`src/rtl/inst_fetch_if.sv`:
```
// Fetch-stage bus: instruction-memory read port, decode valid/ready handshake
// and branch redirect, bundled for the inst_fetch ports.
interface inst_fetch_if #(
  parameter int ADDR_W = 5,
  parameter int INST_W = 20
);
  logic              imem_enable;
  logic              imem_read_writenot;
  logic [ADDR_W-1:0] imem_read_address;
  logic [INST_W-1:0] imem_data;
  logic [INST_W-1:0] inst_out;
  logic [ADDR_W-1:0] inst_pc;
  logic              inst_valid;
  logic              inst_ready;
  logic              branch_taken;
  logic [ADDR_W-1:0] branch_target;
  logic              fetch_halted;

  modport master (
    output imem_enable, imem_read_writenot, imem_read_address,
    output inst_out, inst_pc, inst_valid, fetch_halted,
    input  imem_data, inst_ready, branch_taken, branch_target
  );

  modport slave (
    input  imem_enable, imem_read_writenot, imem_read_address,
    input  inst_out, inst_pc, inst_valid, fetch_halted,
    output imem_data, inst_ready, branch_taken, branch_target
  );
endinterface

```
`src/rtl/inst_fetch.sv`:
```
// Instruction fetch: PC, one-cycle imem latency absorption, 2-entry FIFO to decode,
// branch redirect. Optional halt-opcode stop under FETCH_HALT_DETECT_EN.
module inst_fetch #(
  parameter int                ADDR_W   = 5,
  parameter int                INST_W   = 20,
  parameter logic [ADDR_W-1:0] RESET_PC = '0
) (
  input  logic         clk,
  input  logic         rst,
  inst_fetch_if.master bus
);
  typedef struct packed {
    logic [INST_W-1:0] inst;
    logic [ADDR_W-1:0] pc;
  } entry_t;

  logic [ADDR_W-1:0] pc_q, pc_d;
  entry_t [1:0]      fifo_q, fifo_d;
  logic [1:0]        count_q, count_d;
  logic              inflight_q, inflight_d;
  logic [ADDR_W-1:0] inflight_pc_q, inflight_pc_d;
  logic              squash_q, squash_d;
  logic              halted_q, halted_d;
  logic              post_rst_q;

  logic              out_vld, pop, push, issue, halt_det;
  logic [1:0]        occ, keep;

  assign out_vld = !rst && (count_q != 2'd0);
  assign pop     = out_vld && bus.inst_ready;
  // occupancy the FIFO is committed to after this cycle's pop, counting the owed response
  assign occ     = count_q - {1'b0, pop} + {1'b0, inflight_q};
  assign push    = inflight_q && !squash_q && !bus.branch_taken;
  assign issue   = !rst && !post_rst_q && !bus.branch_taken && !halted_q && (occ < 2'd2);

`ifdef FETCH_HALT_DETECT_EN
  assign halt_det = push && (bus.imem_data[INST_W-1 -: 4] == 4'hF);
`else
  assign halt_det = 1'b0;
`endif

  always_comb begin
    pc_d          = pc_q;
    inflight_pc_d = inflight_pc_q;
    fifo_d        = fifo_q;
    keep          = count_q - {1'b0, pop};
    inflight_d    = issue;
    squash_d      = issue && halt_det;
    halted_d      = halted_q || halt_det;

    if (pop) fifo_d[0] = fifo_q[1];
    if (push) fifo_d[keep[0]] = {bus.imem_data, inflight_pc_q};
    count_d = keep + {1'b0, push};

    if (issue) begin
      pc_d          = pc_q + 1'b1;
      inflight_pc_d = pc_q;
    end

    // a pop in the branch cycle has already completed; everything behind it is dropped
    if (bus.branch_taken) begin
      count_d  = 2'd0;
      pc_d     = bus.branch_target;
      halted_d = 1'b0;
    end
  end

  always_ff @(posedge clk) begin
    if (rst) begin
      pc_q          <= RESET_PC;
      fifo_q        <= '0;
      count_q       <= 2'd0;
      inflight_q    <= 1'b0;
      inflight_pc_q <= '0;
      squash_q      <= 1'b0;
      halted_q      <= 1'b0;
      post_rst_q    <= 1'b1;
    end else begin
      pc_q          <= pc_d;
      fifo_q        <= fifo_d;
      count_q       <= count_d;
      inflight_q    <= inflight_d;
      inflight_pc_q <= inflight_pc_d;
      squash_q      <= squash_d;
      halted_q      <= halted_d;
      post_rst_q    <= 1'b0;
    end
  end

  assign bus.imem_enable        = issue;
  assign bus.imem_read_writenot = 1'b1;
  assign bus.imem_read_address  = issue ? pc_q : '0;
  assign bus.inst_valid         = out_vld;
  assign bus.inst_out           = out_vld ? fifo_q[0].inst : '0;
  assign bus.inst_pc            = out_vld ? fifo_q[0].pc : '0;
  assign bus.fetch_halted       = !rst && halted_q;
endmodule
```
`src/flat_wrapper.sv`:
```
// flat-port wrapper written by rule: the top's interface ports become plain ports
module inst_fetch_flat 
#(
  parameter int                ADDR_W   = 5,
  parameter int                INST_W   = 20,
  parameter logic [ADDR_W-1:0] RESET_PC = '0
)
  (clk, rst, bus_imem_enable, bus_imem_read_writenot, bus_imem_read_address, bus_inst_out, bus_inst_pc, bus_inst_valid, bus_fetch_halted, bus_imem_data, bus_inst_ready, bus_branch_taken, bus_branch_target);
  inst_fetch_if #(.ADDR_W(ADDR_W), .INST_W(INST_W)) bus_i ();
  input  logic clk;
  input  logic rst;
  output wire logic [$bits(bus_i.imem_enable)-1:0] bus_imem_enable;
  output wire logic [$bits(bus_i.imem_read_writenot)-1:0] bus_imem_read_writenot;
  output wire logic [$bits(bus_i.imem_read_address)-1:0] bus_imem_read_address;
  output wire logic [$bits(bus_i.inst_out)-1:0] bus_inst_out;
  output wire logic [$bits(bus_i.inst_pc)-1:0] bus_inst_pc;
  output wire logic [$bits(bus_i.inst_valid)-1:0] bus_inst_valid;
  output wire logic [$bits(bus_i.fetch_halted)-1:0] bus_fetch_halted;
  input wire logic [$bits(bus_i.imem_data)-1:0] bus_imem_data;
  input wire logic [$bits(bus_i.inst_ready)-1:0] bus_inst_ready;
  input wire logic [$bits(bus_i.branch_taken)-1:0] bus_branch_taken;
  input wire logic [$bits(bus_i.branch_target)-1:0] bus_branch_target;
  assign bus_imem_enable = bus_i.imem_enable;
  assign bus_imem_read_writenot = bus_i.imem_read_writenot;
  assign bus_imem_read_address = bus_i.imem_read_address;
  assign bus_inst_out = bus_i.inst_out;
  assign bus_inst_pc = bus_i.inst_pc;
  assign bus_inst_valid = bus_i.inst_valid;
  assign bus_fetch_halted = bus_i.fetch_halted;
  assign bus_i.imem_data = bus_imem_data;
  assign bus_i.inst_ready = bus_inst_ready;
  assign bus_i.branch_taken = bus_branch_taken;
  assign bus_i.branch_target = bus_branch_target;
  inst_fetch #(.ADDR_W(ADDR_W), .INST_W(INST_W), .RESET_PC(RESET_PC)) u_core (.clk(clk), .rst(rst), .bus(bus_i));
endmodule
```
`config.mk`:
```
export PLATFORM = sky130hd
export DESIGN_NAME = inst_fetch_flat
export DESIGN_NICKNAME = d
export VERILOG_FILES = /design/src/rtl/inst_fetch_if.sv /design/src/rtl/inst_fetch.sv /design/src/flat_wrapper.sv
export SDC_FILE = /design/constraint.sdc
export NUM_CORES = 1
export LEC_CHECK = 0
export ABC_CLOCK_PERIOD_IN_PS = 3790
export CAP_MARGIN = 20
export CORE_MARGIN = 2
export CORE_UTILIZATION = 32
export DETAILED_ROUTE_END_ITERATION = 10
export GPL_ROUTABILITY_DRIVEN = 0
export PLACE_DENSITY_LB_ADDON = 0.12
export SLEW_MARGIN = 10
export SYNTH_ARGS = -nofsm -noshare
export SYNTH_HDL_FRONTEND = slang
export SYNTH_SLANG_ARGS = --single-unit
```
`constraint.sdc`:
```
create_clock -name clk -period 3.79 [get_ports clk]
set_input_delay 0.379 -clock clk [delete_from_list [all_inputs] [get_ports clk]]
set_output_delay 0.379 -clock clk [all_outputs]
set_load 0.03 [all_outputs]
```
## Yosys cells after proc, flatten, opt, wreduce, memory -nomap -nowiden

Cells that the tools add are included.
Widths: inputs -> output; s select.

| operators by class | value |
|---|---|
| $lt $le $gt $ge | 3 |
| bitwise operators | 0 |
| multiplexer cells | 11 |
| eq/ne operators | 0 |
| shifts and indexed selects | 0 |
| reduce and logical (&&, ||, !) cells | 13 |
| div/mod/pow operators | 0 |
| multiply operators | 0 |
| add/sub/neg operators | 4 |

Operators by type and width:

| cell | count |
|---|---|
| $mux 25 | 3 |
| $bwmux 50 | 1 |
| $demux 25 s1 | 1 |
| $mux 20 | 1 |
| $mux 5 | 4 |
| $logic_and 1x1->1 | 7 |
| $add 5x1->5 const B | 1 |
| $add 2x1->2 | 2 |
| $reduce_bool 2->1 | 2 |
| $logic_not 1->1 | 3 |
| $lt 1x2->1 const B | 1 |
| $lt 2x2->1 const B | 1 |
| $reduce_or 2->1 | 1 |
| $sub 2x1->2 | 1 |
| $ge 1x1->1 const B | 1 |
| $mux 1 | 1 |

| storage, ports and cells | value |
|---|---|
| memories | 0 |
| output and inout port bits | 34 |
| word-level logic and storage cells | 40 |
| bits in registers | 64 |
| input bits | 29 |
| memory bits (read-only) | 0 |
| memory bits (writable) | 0 |
| bits in latches | 0 |

## Longest topological paths before layout

| logic depth | value |
|---|---|
| word-level depth | 10 |
| depth in mapped cells | 13 |
| mapped depth without buffers | 8 |

## Worst setup path before layout

Ideal clock, no wire load.

| timing path | value |
|---|---|
| path kind | input-to-output |
| from | input port rst |
| to | output port bus_imem_read_address[0] |
| arrival | 2.669 ns |
| stages | 12 |
| buffers on the path | 4 |
| data required time | 3.411 ns |
| slack | 0.742 ns |
| cell sequence | buf_2 -> o21ba_2 -> buf_2 -> nand2_2 -> buf_2 -> inv_1 -> ha_1 -> nor2b_1 -> xnor2_1 -> and3_1 -> buf_2 -> and2_1 |

| on the way | value |
|---|---|
| longest elaborated chain between the ends | 8 |
| elaborated cells on any way between the ends | 10 |
| classes of those cells | add/sub (2); order compare (1); mux (1); reduce/logical (6) |

RTL lines:

| item | RTL line | text |
|---|---|---|
| start: declaration | flat_wrapper.sv:11 | `input logic rst;` |
| $logic_not 1->1 (*) | inst_fetch.sv:29, inst_fetch.sv:34 |  |
| $logic_and 1x1->1 | inst_fetch.sv:29 | `assign out_vld = !rst && (count_q != 2'd0);` |
| $logic_and 1x1->1 | inst_fetch.sv:30 | `assign pop = out_vld && bus.inst_ready;` |
| $sub 2x1->2 | inst_fetch.sv:32 | `assign occ = count_q - {1'b0, pop} + {1'b0, inflight_q};` |
| $add 2x1->2 | inst_fetch.sv:32 |  |
| $lt 2x2->1 | inst_fetch.sv:34 | `assign issue = !rst && !post_rst_q && !bus.branch_taken && !halted_q && (occ < 2'd2);` |
| $logic_and 1x1->1 (*) | inst_fetch.sv:34 |  |
| named net bus_imem_enable | flat_wrapper.sv:12 | `output wire logic [$bits(bus_i.imem_enable)-1:0] bus_imem_enable;` |
| $mux 5 (*) | inst_fetch.sv:92 | `assign bus.imem_read_address = issue ? pc_q : '0;` |
| end: declaration | flat_wrapper.sv:14 | `output wire logic [$bits(bus_i.imem_read_address)-1:0] bus_imem_read_address;` |

Mark *: on every way through the listed nets, which the timed path passes. The rest lies on a longest branch.

## Worst setup path in the final report

| timing path | value |
|---|---|
| from | register u_core.count_q[1] |
| to | output port bus_imem_read_address[3] |

| on the way | value |
|---|---|
| longest elaborated chain between the ends | 8 |

RTL lines:

| item | RTL line | text |
|---|---|---|
| start: declaration | inst_fetch.sv:19 | `logic [1:0] count_q, count_d;` |
| start signal: assignment | inst_fetch.sv:81 | `count_q <= count_d;` |
| $reduce_bool 2->1 | inst_fetch.sv:29 |  |
| $logic_and 1x1->1 | inst_fetch.sv:29 |  |
| $logic_and 1x1->1 | inst_fetch.sv:30 |  |
| $sub 2x1->2 (*) | inst_fetch.sv:32 |  |
| $add 2x1->2 (*) | inst_fetch.sv:32 |  |
| $lt 2x2->1 (*) | inst_fetch.sv:34 |  |
| $logic_and 1x1->1 (*) | inst_fetch.sv:34 |  |
| $mux 5 (*) | inst_fetch.sv:92 |  |

Every way passes the cells marked *; elsewhere a longest branch is shown, timed or not.

==> results.sh <==
export IMPL_yosys_top_cells_area="dfxtp_1, mux2i_1, a311oi_1"
export IMPL_rows=34
export IMPL_crit_type="reg2out"
export IMPL_cellPowerDensity_nw_per_um2=400
export IMPL_p_switching_mw=0.334
export IMPL_drt_total_wl_microns=7000
export IMPL_clock_tree_buffer_depth=2
export IMPL_vias_per_cell=5.02
export IMPL_drt_pass1_iterations=4
export IMPL_numCtsBuffers=9
export IMPL_irDropWorstVdd_v=0.000148
export IMPL_synth_adder_area_share_pct=1.29
export IMPL_dieArea_sq_um=9840
export IMPL_fmax_ghz=0.342
export IMPL_cts_root_buf="clkbuf_8"
export IMPL_drc=0
export IMPL_n_antenna_cell=0
export IMPL_ant_nets=0
export IMPL_synth_nets=366
export IMPL_use_met2_pct=22.3
export IMPL_timing_rr_start="u_core.count_q[1]"
export IMPL_cap_violations=0
export IMPL_antenna_found_initial=0
export IMPL_io_buffers=60
export IMPL_syn_avg_cell_area_sq_um=8.68
export IMPL_hp_start="u_core.fifo_q[14]"
export IMPL_htreeDepth=3
export IMPL_layout_nets=413
export IMPL_critPathLaunchType="register"
export IMPL_pwr_share_seq_pct=46.7
export IMPL_r2r_cells=9
export IMPL_dieWidth_microns=99.2
export IMPL_cp_arrival_ns=2.54
export IMPL_dr_total_vias=2481
export IMPL_netlist_area_sq_um=2900
export IMPL_regToRegSetupSlack_ns=1.50
export IMPL_synth_top_cell_area_share_pct=44.2
export IMPL_end_kind="primary output"
export IMPL_yosys_cell_types_count=38
export IMPL_track_usage_pct=14.5
export IMPL_finalHoldViolCount=0
export IMPL_async_flop_share_pct=0
export IMPL_clock_insertion_delay_worst_skew_ns=0.33
export IMPL_synth_edf_count=0
export IMPL_fin_area_sq_um=3770
export IMPL_synth_common_cells="dfxtp_1, nor2_1, and2_1"
export IMPL_yosysSeqAreaShare_pct=44.2
export IMPL_crit_required_ns=3.41
export IMPL_place_inst=478
export IMPL_finalSetupViolCount=0
export IMPL_synthMuxAreaShare_pct=8.63
export IMPL_p_total_mw=1.50
export IMPL_grtUsageMet1_pct=19.5
export IMPL_cts_resized_gates=0
export IMPL_die_h_microns=99.2
export IMPL_cts_tree="built"
export IMPL_grt_ovfl_total=0
export IMPL_synthXorXnorAreaFrac_pct=1.73
export IMPL_synth_compound_area_share_pct=12.9
export IMPL_cts_hold_buf=0
export IMPL_yosys_most_used_dff="dfxtp_1"
export IMPL_cts_sinks=64
export IMPL_worstReg2RegEnd="u_core.fifo_q[25]"
export IMPL_power_frac_comb_pct=7.0
export IMPL_grt_max_degree=65
export IMPL_clk_pin_slew_worst_paths_ns=0.07
export IMPL_placed_area_sq_um=3530
export IMPL_start_util_pct=33.1
export IMPL_cp_max_fo=9
export IMPL_synth_simple_area_share_pct=25.5
export IMPL_worst_pin_slew_ns=0.923
export IMPL_ys_seq_elements=64
export IMPL_synth_top_family_by_area="simple AND/OR/NAND/NOR gates"
export IMPL_wl_per_cell_microns=14.2
export IMPL_yosysMostFrequentCell="dfxtp_1"
export IMPL_postCtsSetupRepairBufs=0
export IMPL_min_period_ns=2.92
export IMPL_post_route_period_util_pct=77.1
export IMPL_slew_headroom_pct=38.3
export IMPL_syn_inst=334
export IMPL_p_int_mw=1.17
export IMPL_status="finished, final reports clean"
export IMPL_tns_ns=0
export IMPL_grt_busiest_layer="met2"
export IMPL_area_growth_pct=29.9
export IMPL_drive_gt1_share_pct=10.1
export IMPL_io_pins=63
export IMPL_grtUsageMet3_pct=3.02
export IMPL_yosysWarnings=0
export IMPL_stdcell_count=494
export IMPL_min_to="u_core.fifo_q[14]"
export IMPL_rsz0062_at_grt="no"
export IMPL_grt_pass1_vias=2302
export IMPL_slew_viol_final=0
export IMPL_grt_pass1_wl_microns=11400
export IMPL_clockPowerShare_pct=46.3
export IMPL_swShare_pct=22.2
export IMPL_yosys_area_top_type="dfxtp_1"
export IMPL_hold_path_class="reg2reg"
export IMPL_core_area_sq_um=8760
export IMPL_holdWs_ns=0.477
export IMPL_drt_iter0_markers=106
export IMPL_finClkSkew_ns=0.00833
export IMPL_post_dp_hpwl_microns=4230
export IMPL_min_path_cells=2
export IMPL_p_leak_nw=1.33
==> cell usage in the layout (no fill, tap or decap), types with 5 or more instances in the layout <==
cell,Yosys,routed
nor2_1,54,54
dfxtp_1,64,64
and2_1,30,30
nand2_1,27,26
buf_4,2,12
inv_1,7,7
clkdlybuf4s50_1,0,53
a311oi_1,26,26
clkbuf_8,0,9
mux2i_1,25,25
nand2b_1,5,5
nand3_1,26,26
==> stage by stage <==
step,util [%],setup WS (ns)
detailed placement,40.3,0.901
finish,43.0,0.869
global route,43.0,0.695
CTS,43.0,0.836
floorplan,-,0.742
global placement,40.3,0.949
==> routing by layer <==
metal / wire length (microns) / up-vias
met5: 0 / -
met2: 3170 / 63
li1: - / 1247
met1: 3400 / 1161
met4: 100 / 0
met3: 325 / 10
==> worst max-delay path: stages, from the launching register on <==
cell and delay (ns):
dfxtp_1 0.34, o21ba_2 0.21, nand2_2 0.07, inv_1 0.04
ha_1 0.31, nor2b_1 0.26, xnor2_1 0.24, and3_1 0.41
and2_1 0.18, buf_4 0.16
==> how the worst max path moves through the flow <==
stage,to,from,slack (ns)
floorplan,bus_imem_read_address[0],rst,0.74
global placement,bus_imem_read_address[2],bus_inst_ready,0.95
detailed placement,bus_imem_read_address[3],bus_inst_ready,0.90
CTS,bus_imem_read_address[3],u_core.count_q[1],0.84
global route,bus_imem_read_address[3],u_core.count_q[1],0.69
finish,bus_imem_read_address[3],u_core.count_q[1],0.87
==> final cells by class <==
class | count | area (sq um)
clock inverters | 7 | 110
flip-flops and latches | 64 | 1280
multi-input cells | 233 | 1460
well taps | 108 | 135
inverters | 7 | 26.3
clock buffers | 9 | 124
repair buffers | 66 | 626
fillers | 893 | 5000
==> power groups by stage <==
stage	Sequential, mW	Combinational, mW	Clock [mW]
2_1_floorplan	0.713	0.0604	0
3_3_place_gp	0.718	0.107	0
3_5_place_dp	0.718	0.106	0
4_1_cts	0.702	0.107	0.720
5_1_grt	0.704	0.116	0.748
6_report	0.702	0.106	0.696
==> kinds of logic after synthesis <==
logic type,count (synthesis)
AO/OA/AOI/OAI,44
XOR/XNOR,4
adder cells (fa/ha/maj),3
buffers and inverters,37
flip-flops,64
multiplexers,25
other,2
AND/OR/NAND/NOR,155
==> registers in the layout, indices dropped and copies added, names as in the netlist <==
signal	count
u_core.pc_q	5
u_core.post_rst_q	1
u_core.count_q	2
u_core.inflight_pc_q	5
u_core.fifo_q	50
u_core.inflight_q	1
Note: power is estimated with default switching activity, not from simulation.
==> patch 1 (same flow settings) <==
Build with the macro `FETCH_HALT_DETECT_EN` defined.
--- a/src/rtl/inst_fetch.sv
+++ b/src/rtl/inst_fetch.sv
@@ -1,5 +1,7 @@
 // Instruction fetch: PC, one-cycle imem latency absorption, 2-entry FIFO to decode,
 // branch redirect. Optional halt-opcode stop under FETCH_HALT_DETECT_EN.
+`define FETCH_HALT_DETECT_EN
+
 module inst_fetch #(
   parameter int                ADDR_W   = 5,
   parameter int                INST_W   = 20,
Check against the original RTL: not equivalent (Yosys sat finds a counterexample within 4 cycles, from zero or initial values and one cycle with rst high).
==> patch 1 against the original RTL <==
Synthesized area rose by 3.1%; fmax fell by 0.20%; cell area rose by 3.3%; critical path type is now input port to output port; wire length fell by 0.83%; sequential cell count rose by 2; count of clock-buffer cells in the layout rose by 4; worst setup slack got worse by 0.0059 ns; total power fell by 4.0%; clock power fell by 12%; first-iteration DRC count fell by 47%; largest cell class unchanged; critical path depth fell by 3; via count fell by 6.9%.
==> patch 1: results (changes against the original RTL) <==
- Status: completed
- Final cell count without fillers: 482 (-2.4%)
- Leakage power: 0.00137 uW (+3.2%)
- Overall Global Routing Usage: 14.5% (-0.080 points)
- DRC violation total after the first TritonRoute iteration: 56 (-47%)
- Arithmetic-cell share of the synthesized area counting full adders, half adders and majority gates: 0.837% (-0.46 points)
- Global-route wire length before repair: 11500 um (+0.60%)
- Synth top area cells: sky130_fd_sc_hd__dfxtp_1 (44%), sky130_fd_sc_hd__mux2i_1 (19%), sky130_fd_sc_hd__nor2_1 (7.9%), sky130_fd_sc_hd__a211oi_1 (6.5%), sky130_fd_sc_hd__and2_1 (5.7%)
- Switching power summed over all nets: 328 uW (-2.0%)
- CP arrival: 2.55 ns (about the same)
- Maximum number of pins on one net before global-route repair: 52 (-20%)
- Worst clock skew on the final layout: 0.00808 ns (-0.000242 ns)
- Met1 capacity usage during global routing: 18.6% (-0.88 points)
- Share of the synthesized area in compound gates (AO/OA/AOI/OAI): 9.88% (-3.1 points)
- HPWL Detailed: 4370 um (+3.3%)
- Fraction of the yosys area taken by sequential cells: 44.2% (about the same)
- Count of input and output buffers: 61 (+1.7%)
- Placed cell areas: 3670 sq um (+3.9%)
- Transition at the pin with the smallest max-transition slack: 0.547 ns (-0.376 ns)
- Area share of xor/xnor cells in the synthesized design: 0.586% (-1.1 points)
- Vias in the first global route: 2300 (-0.087%)
- Sum of routed wire length over all layers: 6940 um (-0.83%)
- Flip-flop and latch power: 723 uW (+3.0%)
- Avg Synthesized Cell Area: 9.61 sq um (+11%)
- Post-synth net total: 342 (-6.6%)
- Post-synth top cells: sky130_fd_sc_hd__dfxtp_1 (66), sky130_fd_sc_hd__nor2_1 (63), sky130_fd_sc_hd__mux2i_1 (57)
- Inst Count DP: 466 (-2.5%)
- Fraction of final layout cells sized beyond drive strength 1: 9.43% (-0.67 points)
- Met3 capacity usage during global routing: 4.58% (+1.6 points)
- Pre-CTS setup slack: 0.831 ns (-0.0699 ns)
- Share of total power in combinational logic: 7.5% (+0.5 points)
- Core occupancy in the finished layout: 42.5% (-0.47 points)
- Detail-routed via count per cell: 4.79 (-4.6%)
- Crit path max-delay cell type: sky130_fd_sc_hd__clkdlybuf4s50_1
- Max incr delay on CP: 0.69 ns (+0.28 ns)
- Max Fanout on Critical Path: 4 (-5)
- Power density of the placed cells: 371 nW/um^2 (-7.1%)
- GR Util met2: 23.1% (+0.78 points)
- Yosys cell types: 41 (+7.9%)
patch 1: final timing paths:
kind                                   startpoint           endpoint  slack [ns]  cells past startpoint
worst min-delay path                          rst  u_core.fifo_q[28]        0.44                      2
worst max register to register  u_core.count_q[0]  u_core.fifo_q[25]        1.81                      6
worst max-delay path               bus_inst_ready    bus_imem_enable        0.86                      6
worst min register to register  u_core.fifo_q[25]  u_core.fifo_q[25]        0.50                      2
patch 1: cell type report:
| cell class | count | area share, % |
|---|---|---|
| Clock inverter | 2 | 0.901 |
| Timing Repair Buffer | 67 | 16.9 |
| Inverter | 4 | 0.386 |
| Tap cell | 111 | 3.57 |
| Sequential cell | 66 | 34.0 |
| Multi-Input combinational cell | 219 | 39.9 |
| Clock buffer | 13 | 4.34 |
patch 1: layer usage:
metal | wire [um] | vias to the layer above
met5 | 0 | -
li1 | - | 1189
met1 | 3430 | 1067
met3 | 256 | 5
met2 | 3180 | 49
met4 | 77 | 0
==> patch 2 (same settings) <==
Without the edit above. Make the reset (`rst`) asynchronous in one clocked block.
--- a/src/rtl/inst_fetch.sv
+++ b/src/rtl/inst_fetch.sv
@@ -65,7 +65,7 @@
     end
   end
 
-  always_ff @(posedge clk) begin
+  always_ff @(posedge clk or posedge rst) begin
     if (rst) begin
       pc_q          <= RESET_PC;
       fifo_q        <= '0;
Formal check against the unedited RTL: no difference found for any inputs over 10 cycles, from zero or initial values and one cycle with rst high; that may be too few to reach the edited logic, so the function may still have changed.
==> patch 2 against the original RTL <==
Sequential cell count is the same; worst setup slack lost 0.13 ns; critical path depth decreased by 3; fmax shrank 4.3%; synthesized cell count is 21% lower; synthesized area rose by 4.3%; via count shrank 15%; wire length down 8.4%; cell area is 3.8% higher; critical endpoint is now bus_imem_enable.
Power is not compared: it rests on default switching activity, and its combinational part moved more than twofold at a synthesized area within 25%.
==> patch 2: results (changes against the original RTL) <==
- Cell depth of the worst hold path: 1 (-1)
- Placed cell areas: 3710 sq um (+5.1%)
- Register share of the cell area: 41.0% (+7.0 points)
- Synth top area cells: sky130_fd_sc_hd__dfrtp_1 (52%), sky130_fd_sc_hd__mux2_2 (9.3%), sky130_fd_sc_hd__mux2i_1 (8.6%), sky130_fd_sc_hd__and2_1 (5.2%), sky130_fd_sc_hd__o21ai_0 (4.1%)
- Post-Synthesis Cells: 265 (-21%)
- Vias in the first global route: 2118 (-8.0%)
- Max Fanout on Critical Path: 7 (-2)
- Peak clock frequency supported by timing: 0.328 GHz (-4.3%)
- Fraction of final layout cells sized beyond drive strength 1: 18.1% (+8.0 points)
- Worst clock skew on the final layout: 0.00649 ns (-0.00183 ns)
- Final-stage net count: 357 (-14%)
- Cell count of the worst reg-to-reg path: 4 (-5)
- Detail-routed via count per cell: 4.76 (-5.2%)
- Area share of xor/xnor cells in the synthesized design: 0.579% (-1.1 points)
- RR Endpoint: u_core.fifo_q[47]
- Minimum hold slack: 0.495 ns (+0.0184 ns)
- Total area of multi-input combinational cells: 1310 sq um (-11%)
- Cell area after layout: 3910 sq um (+3.8%)
- Clk power: 578 uW
- Origin of the critical flop-to-flop path: u_core.count_q[0]
- Transition at the pin with the smallest max-transition slack: 0.785 ns (-0.137 ns)
- Share of the synthesized area in compound gates (AO/OA/AOI/OAI): 9.18% (-3.8 points)
- Layout fillers: 922 (+3.2%)
- Register-to-Register Setup Slack: 1.67 ns (+0.17 ns)
- Worst Setup SP: rst
- Count of sequential standard cells: 64 (unchanged)
- DRC violation total after the first TritonRoute iteration: 69 (-35%)
- Arithmetic-cell share of the synthesized area counting full adders, half adders and majority gates: 0.414% (-0.88 points)
- Inverters excl. clock: 5 (-2)
- Wire length per cell: 14.5 um (+2.2%)
- Startpoint of the lowest-slack hold path: u_core.fifo_q[43]
- Kind of cell with the highest combined delay on the critical path: buffers and inverters
- Overall Global Routing Usage: 13.7% (-0.87 points)
- Number of multi-input combinational cells: 181 (-22%)
- Maximum number of pins on one net before global-route repair: 51 (-22%)
- Post-synth top cells: sky130_fd_sc_hd__dfrtp_1 (63), sky130_fd_sc_hd__nand2_1 (28), sky130_fd_sc_hd__mux2i_1 (26)
- Share of final layout cell area taken by clock buffers and inverters: 5.02% (-1.2 points)
- Pre-CTS setup slack: 0.738 ns (-0.162 ns)
- Status: completed
- CTS root buffer: sky130_fd_sc_hd__clkbuf_8
- Global-route wire length before repair: 10800 um (-5.9%)
- Final cell count without fillers: 443 (-10%)
- Sink of the worst hold path: u_core.fifo_q[43]
- Fraction of the yosys area taken by sequential cells: 53.0% (+8.8 points)
- Max incr delay on CP: 0.68 ns (+0.27 ns)
- Crit path max-delay cell type: sky130_fd_sc_hd__clkdlybuf4s50_1
- Proportion of synthesized area in mux cells: 18.3% (+9.7 points)
- CP arrival: 2.67 ns (+0.13 ns)
- Core occupancy in the finished layout: 42.5% (-0.46 points)
==> patch 2: cell count changes in the layout (fill, tap and decap cells not counted), moves of 5 or more <==
cell | before | now
sky130_fd_sc_hd__dfrtp_1 | 0 | 63
sky130_fd_sc_hd__a21o_1 | 0 | 5
sky130_fd_sc_hd__dfxtp_1 | 64 | 0
sky130_fd_sc_hd__mux2_2 | 0 | 25
sky130_fd_sc_hd__and2_1 | 30 | 25
sky130_fd_sc_hd__o21ai_0 | 3 | 25
sky130_fd_sc_hd__clkdlybuf4s50_1 | 53 | 60
sky130_fd_sc_hd__a311oi_1 | 26 | 0
sky130_fd_sc_hd__nand3_1 | 26 | 2
sky130_fd_sc_hd__buf_4 | 12 | 6
sky130_fd_sc_hd__nor2_1 | 54 | 8
==> patch 2: per-layer routing <==
layer	up-vias	wire [um]	global-route usage, %
met3	5	350	4.49
li1	1037	-	-
met5	-	0	0
met4	0	81	4.37
met2	47	2900	20.8
met1	1021	3080	18.5
